**src/rtl/wb_port_arbiter.sv**
```systemverilog
// Arbitrates the single register-file write port between the ALU/load path and a
// buffered multi-cycle MDU result; writes are registered one cycle after grant.
module wb_port_arbiter #(
    parameter int unsigned STARVE_MAX = 4
) (
    input  logic        clk,
    input  logic        rst_n,
    input  logic        alu_valid,
    input  logic [4:0]  alu_rd,
    input  logic [31:0] alu_data,
    output logic        alu_stall,
    input  logic        mdu_valid,
    input  logic [4:0]  mdu_rd,
    input  logic [31:0] mdu_data,
    output logic        mdu_ready,
    output logic        regwrite,
    output logic [4:0]  wr_rd,
    output logic [31:0] wr_data
);

    typedef enum logic [1:0] {EMPTY, WAIT, FORCE} state_t;

    localparam logic [2:0] STARVE_LIM = 3'(STARVE_MAX);

    state_t      state;
    logic        buf_valid;
    logic [4:0]  buf_rd;
    logic [31:0] buf_data;
    logic [2:0]  wait_cnt;
    logic [2:0]  next_cnt;

    logic        grant;
    logic [4:0]  g_rd;
    logic [31:0] g_data;
    logic        mdu_take;

    assign mdu_ready = !buf_valid;
    assign mdu_take  = mdu_valid && mdu_ready;
    assign next_cnt  = wait_cnt + 3'd1;

    always_comb begin
        grant  = 1'b0;
        g_rd   = alu_rd;
        g_data = alu_data;
        case (state)
            EMPTY: grant = alu_valid;
            WAIT: begin
                grant = 1'b1;
                if (!alu_valid) begin
                    g_rd   = buf_rd;
                    g_data = buf_data;
                end
            end
            FORCE: begin
                // ALU request is ignored here; upstream re-presents it after the stall.
                grant  = 1'b1;
                g_rd   = buf_rd;
                g_data = buf_data;
            end
            default: grant = 1'b0;
        endcase
    end

    always_ff @(posedge clk or negedge rst_n) begin
        if (!rst_n) begin
            state     <= EMPTY;
            buf_valid <= 1'b0;
            buf_rd    <= 5'd0;
            buf_data  <= 32'd0;
            wait_cnt  <= 3'd0;
            alu_stall <= 1'b0;
            regwrite  <= 1'b0;
            wr_rd     <= 5'd0;
            wr_data   <= 32'd0;
        end else begin
            // x0 writes are consumed silently; the visible write port keeps its old value.
            regwrite <= grant && (g_rd != 5'd0);
            if (grant && (g_rd != 5'd0)) begin
                wr_rd   <= g_rd;
                wr_data <= g_data;
            end

            case (state)
                EMPTY: begin
                    if (mdu_take) begin
                        buf_valid <= 1'b1;
                        buf_rd    <= mdu_rd;
                        buf_data  <= mdu_data;
                        wait_cnt  <= 3'd0;
                        state     <= WAIT;
                    end
                end
                WAIT: begin
                    if (!alu_valid) begin
                        buf_valid <= 1'b0;
                        state     <= EMPTY;
                    end else begin
                        wait_cnt <= next_cnt;
                        if (next_cnt == STARVE_LIM) begin
                            state     <= FORCE;
                            alu_stall <= 1'b1;
                        end
                    end
                end
                FORCE: begin
                    buf_valid <= 1'b0;
                    alu_stall <= 1'b0;
                    state     <= EMPTY;
                end
                default: begin
                    buf_valid <= 1'b0;
                    alu_stall <= 1'b0;
                    state     <= EMPTY;
                end
            endcase
        end
    end

endmodule

```
**config.mk**
```make
export PLATFORM = sky130hd
export DESIGN_NAME = wb_port_arbiter
export DESIGN_NICKNAME = d
export VERILOG_FILES = /design/src/rtl/wb_port_arbiter.sv
export SDC_FILE = /design/constraint.sdc
export NUM_CORES = 1
export LEC_CHECK = 0
export ABC_AREA = 0
export CORE_MARGIN = 1
export CORE_UTILIZATION = 28
export CTS_CLUSTER_SIZE = 14
export DETAILED_ROUTE_END_ITERATION = 8
export MAX_ROUTING_LAYER = met4
export SETUP_SLACK_MARGIN = 0.02
export SYNTH_ARGS = -nofsm -noshare
export SYNTH_HDL_FRONTEND = slang
export SYNTH_SLANG_ARGS = --single-unit
export TNS_END_PERCENT = 5
```
**constraint.sdc**
```tcl
create_clock -name clk -period 7.8 [get_ports clk]
set_clock_uncertainty 0.2 [all_clocks]
set_input_delay 1.56 -clock clk [delete_from_list [all_inputs] [get_ports clk]]
set_output_delay 1.56 -clock clk [all_outputs]
set_load 0.01 [all_outputs]
```
==> results of run 1 <==
per-layer routing:
layer	track usage	vias to the layer above	share of wire
li1	-	1277	-
met1	0.155	1370	0.41
met2	0.239	75	0.51
met3	0.0556	14	0.063
met4	0.0506	0	0.018
met5	-	-	0
path summary, 6_finish.rpt:
kind / slack (ps) / cells after the start / end
min in group asynchronous: 1200 / 1 / buf_data[13]
worst max register to register: 4690 / 8 / wr_data[29]
worst max-delay path: 3740 / 7 / wr_data[29]
worst min-delay path: 300 / 1 / wr_data[19]
worst min register to register: 300 / 1 / wr_data[19]
max in group asynchronous: 5540 / 1 / wr_rd[2]
cell families (layout without fill, tap and decap cells):
kind of cell / after synthesis / after routing / share of synthesized area
buf+inv: 25 / 146 / 0.0314
flops: 82 / 82 / 0.536
fa+ha+maj: 7 / 7 / 0.0229
mux: 71 / 71 / 0.228
xor+xnor: 1 / 1 / 0.00229
compound gates: 65 / 65 / 0.139
simple gates: 29 / 29 / 0.0402
flip-flops by register name (all words and copies together), names as in the netlist:
register   cells
buf_data      32
wr_data       32
wr_rd          5
alu_stall      1
buf_rd         5
buf_valid      1
state          2
wait_cnt       3
regwrite       1
cell usage after synthesis, drive strengths merged (3+ instances only):
library cell | count | area (µm²)
dfrtp | 82 | 2050
mux2 | 70 | 863
a22o | 37 | 324
clkbuf | 10 | 37.5
nand3 | 10 | 50.1
inv | 9 | 33.8
a21oi | 8 | 40.0
ha | 7 | 87.6
nand2 | 7 | 26.3
buf | 6 | 48.8
o21ai | 5 | 25.0
nand2b | 3 | 18.8
o31ai | 3 | 22.5
stage by stage:
| stage | instance area, µm² | worst slack [ps] | total power (W) | utilization | std cells |
|---|---|---|---|---|---|
| 6_report | 5470 | 3740 | 0.00221 | 0.412 | 577 |
| 2_1_floorplan | 3830 | 4220 | 0.00142 | - | 280 |
| 5_1_grt | 5470 | 3550 | 0.00236 | 0.412 | 577 |
| 3_3_place_gp | 5170 | 3440 | 0.00177 | 0.389 | 561 |
| 3_5_place_dp | 5170 | 3380 | 0.00180 | 0.389 | 561 |
| 4_1_cts | 5470 | 3750 | 0.00225 | 0.412 | 577 |
report_power, final:
part	internal [W]	leakage, nW	switching [W]
Combinational	0.000596	1.20	0.000425
Sequential	0.000636	0.999	0.000120
Clock	0.000266	0.153	0.000172
Total	0.00150	2.35	0.000717
final cells by class:
| class | count | area [µm²] | area share |
|---|---|---|---|
| multi-input cells | 173 | 1660 | 0.304 |
| inverters | 9 | 33.8 | 0.00617 |
| flip-flops and latches | 82 | 2050 | 0.375 |
| clock inverters | 4 | 48.8 | 0.00892 |
| well taps | 176 | 220 | 0.0402 |
| clock buffers | 12 | 256 | 0.0469 |
| repair buffers | 121 | 1200 | 0.219 |
==> metrics.md, run 1 <==
| Metric | Value |
|---|---|
| Post-CTS Setup Inserts | 0 |
| DR WL/cell | 16.0 µm |
| Worst Tran Pin Value | 1030 ps |
| Hold Startpoint | wr_data[19] |
| Min cycle time layout | 4060 ps |
| First-pass GRT wire length | 15,000 µm |
| Total CTS buffers | 9 |
| Routed vias | 2,736 |
| Die area | 14,100 µm² |
| Syn_nets | 365 |
| Hold crit path type | register to register |
| Asr flop ratio synth | 1.00 |
| Post-synth EDFFs | 0 |
| Final GP Congestion | 0.775 |
| Most frequent cells in the layout | clkdlybuf4s50_1 (116), dfrtp_1 (82), mux2_2 (42) |
| Clock latency on the worst-skew pair | 350 ps |
| Clk slew on worst S/H paths | 60 ps |
| Critical Path Fanout Max | 16 |
| Worst vdd ir | 194 µV |
| Ports | 118 |
| CTS sink count | 82 |
| CP max stage cell | clkdlybuf4s50_1 |
| Crit path kind | input pin to register |
| Vias in the first global route | 2,962 |
| Hold buffers post-CTS | 0 |
| Area Growth Syn to Fin | 42.9% |
| Syn. warnings | 0 |
| Post-Synthesis Cells | 280 |
| Final period util | 0.520 |
| Detailed router's first-iteration violation count | 84 |
| GRT Util Overall | 0.143 |
| Sequential fraction of the synthesis area | 0.536 |
| CP Capture Type | register |
| Commonest non-fill, non-tap cell in the layout | clkdlybuf4s50_1 |
| Fill cells | 1,256 |
| Min Hold Slack | 296 ps |
| Max_slew headroom | 0.313 |
| Vias/cell | 4.74 |
| DP Wirelength | 6410 µm |
| Distinct cells, synth | 33 |
| Core area | 13,300 µm² |
| Fin. max-slew vios | 0 |
| Nets@finish | 481 |
| Power Density | 405 nW/µm² |
| PortBufs | 117 |
| CTS tree | done |
| Critical Path AT | 4090 ps |
| Root Buffer | clkbuf_16 |
| Worst path bufs/invs | 2 |
| H-tree depth | 3 |
| Post-Syn Area | 3830 µm² |
| Synthesized flop and latch total | 82 |
| Layout cells sized above 1 | 0.214 |
| Avg Synthesized Cell Area | 13.7 µm² |
| Startpoint Class | input pin |
| Status | finished clean |
| Post-route ant nets | 0 |
| Unrepaired setup endpoints after global routing | false |
| Top_reg_cell synth | dfrtp_1 |
| Longest Clk Path Bufs | 2 |
| CP Launch Point | alu_valid |
| Detailed Route WL | 9210 µm |
| Gr ovfl total | 0 |
| Crit-path cells | clkdlybuf4s50_1 -> nor2b_1 -> a32oi_1 -> nand3_1 -> o41ai_4 -> buf_4 -> mux2_2 |
| Finish-stage setup viols | 0 |
| Setup TNS | 0 ps |
| Largest stage delay, worst path | 800 ps |
| DR pass1 iterations | 4 |
| Reg2reg start | state[0] |
| Hold Vio Cnt, Final | 0 |
| Row count | 42 |
| Number of instances resized during post-cts repair | 0 |
| MaxCap Viol Count | 0 |
| Fmax | 246 MHz |
| Initial Util | 0.288 |
| Worst EP required | 7830 ps |
| Delay-heaviest family, CP | buffers and inverters |
| Diodes inserted | 0 |
| Die X | 119 µm |
| Leakage | 2.35 nW |
| Largest net degree at the start of global routing | 83 |
| Chip Height | 119 µm |
| Initial antenna violation count | 0 |
| DRC | 0 |
No activity file was read; power rests on OpenSTA's default activity.
==> run 2, diff against run 1 <==
==> constraint.sdc (replaced) <==
create_clock -name clk -period 4.19 [get_ports clk]
set_clock_uncertainty 0.2 [all_clocks]
set_input_delay 0.838 -clock clk [delete_from_list [all_inputs] [get_ports clk]]
set_output_delay 0.838 -clock clk [all_outputs]
set_load 0.01 [all_outputs]
==> metrics.md, run 2 (synthesized netlist as in run 1, its figures left out) <==
| Metric | Value |
|---|---|
| Status | finished clean |
| Setup TNS | 0 ps |
| Met3 track demand over resource | 0.0450 |
| Top flop regs | buf_data: 32 flops, wr_data: 32 flops |
| Area Growth Syn to Fin | 43.3% |
| Finish-stage setup viols | 0 |
| Longest Clk Path Bufs | 2 |
| Net switching power | 0.00132 W |
| Reg2reg start | state[1] |
| Total CTS buffers | 9 |
| Core area | 13,300 µm² |
| Final GP Congestion | 0.769 |
| GR Util met2 | 0.223 |
| Critical Path AT | 3410 ps |
| Final Util | 0.413 |
| Startpoint Class | input pin |
| Number of instances resized during post-cts repair | 0 |
| Hold Vio Cnt, Final | 0 |
| Nets@finish | 483 |
| Diodes inserted | 0 |
| Commonest non-fill, non-tap cell in the layout | clkdlybuf4s50_1 |
| Placed cell areas | 5180 µm² |
| Min-Delay Endpoint | wr_data[21] |
| Design area | 5490 µm² |
| Grt met1 use | 0.165 |
| Routed vias | 2,671 |
| Fill cells | 1,241 |
| Post-route ant nets | 0 |
| Most frequent cells in the layout | clkdlybuf4s50_1 (116), dfrtp_1 (82), mux2_2 (42) |
| Gr ovfl total | 0 |
| Grt peak-use layer | met2 |
| Largest net degree at the start of global routing | 83 |
| Fmax | 296 MHz |
| Fin. max-slew vios | 0 |
| Detailed Route WL | 9060 µm |
| Layout cells sized above 1 | 0.218 |
| CTS tree | done |
| Worst vdd ir | 347 µV |
| Leakage | 2.35 nW |
| Worst Tran Pin Value | 1040 ps |
| DP Wirelength | 6350 µm |
| CP Capture Type | register |
| Detailed router's first-iteration violation count | 90 |
| Vias/cell | 4.61 |
| CTS sink count | 82 |
| Logic pwr share | 0.462 |
| Hold Startpoint | wr_data[21] |
| FF-to-FF path depth | 8 |
| Hold depth | 1 |
| Power Density | 750 nW/µm² |
| Vias in the first global route | 2,802 |
| Die area | 14,100 µm² |
| Chip Height | 119 µm |
| Final period util | 0.808 |
| PortBufs | 117 |
| Clock power share | 0.197 |
| Reg-to-reg setup timing slack | 1040 ps |
| Int Power | 0.00279 W |
| Die X | 119 µm |
| Max_slew headroom | 0.305 |
| Fin cells | 579 |
| RR Endpoint | wr_data[29] |
| Critical Path Fanout Max | 16 |
| Clock latency on the worst-skew pair | 340 ps |
| Total Power | 0.00412 W |
| Post-CTS Setup Inserts | 0 |
| Unrepaired setup endpoints after global routing | false |
| First-pass GRT wire length | 14,600 µm |
| Placed cells | 563 |
| Hold buffers post-CTS | 0 |
| Min cycle time layout | 3380 ps |
| DR pass1 iterations | 4 |
| Root Buffer | clkbuf_16 |
| DR WL/cell | 15.6 µm |
| Initial antenna violation count | 0 |
| Crit path kind | input pin to register |
| MaxCap Viol Count | 0 |
| Worst EP required | 4210 ps |
| Initial Util | 0.288 |
| GRT Util Overall | 0.138 |
| Sequential share of power | 0.341 |
| Clk slew on worst S/H paths | 60 ps |
| Hold crit path type | register to register |
| Ports | 118 |
| DRC | 0 |
| H-tree depth | 3 |
| Sw Share | 0.321 |
| Row count | 42 |
run 2: area by class of cell:
class / count / area (µm²) / share of cell area
repair buffers: 123 / 1210 / 0.221
well taps: 176 / 220 / 0.0401
clock inverters: 4 / 50.0 / 0.00912
multi-input cells: 173 / 1660 / 0.303
flip-flops and latches: 82 / 2050 / 0.374
inverters: 9 / 33.8 / 0.00616
clock buffers: 12 / 256 / 0.0467
run 2: metal layers:
layer	vias up	wire length [µm]
li1	1277	-
met1	1314	4070
met2	70	4440
met3	10	470
met4	0	82
met5	-	0
run 2: through the flow:
stage / worst slack [ps] / hold slack (ps)
global placement: 524 / 276
finish: 806 / 291
detailed placement: 461 / 284
CTS: 820 / 294
global route: 669 / 296
floorplan: 1330 / 280
run 2: critical path, cell delays in order:
cell and delay (ps):
clkdlybuf4s50_1 790, nand4b_1 180, o2111ai_1 160, or2_1 350, o41ai_4 340, buf_4 360, mux2_2 370
run 2: power by group through the flow:
stage               clock network [W]  registers, W  logic, W
floorplan                           0       0.00144   0.00120
global placement                    0       0.00141   0.00189
detailed placement                  0       0.00142   0.00193
CTS                          0.000836       0.00141   0.00194
global route                 0.000862       0.00145   0.00207
finish                       0.000812       0.00140   0.00190
run 2: how the worst max path moves through the flow:
stage / startpoint / end / slack [ps] / depth (start not counted)
global route: alu_valid / wr_data[29] / 670 / 7
CTS: alu_valid / wr_data[29] / 820 / 7
global placement: alu_valid / wr_data[29] / 520 / 7
detailed placement: alu_valid / wr_data[29] / 460 / 7
finish: alu_valid / wr_data[29] / 810 / 7
floorplan: alu_valid / wr_data[0] / 1330 / 7
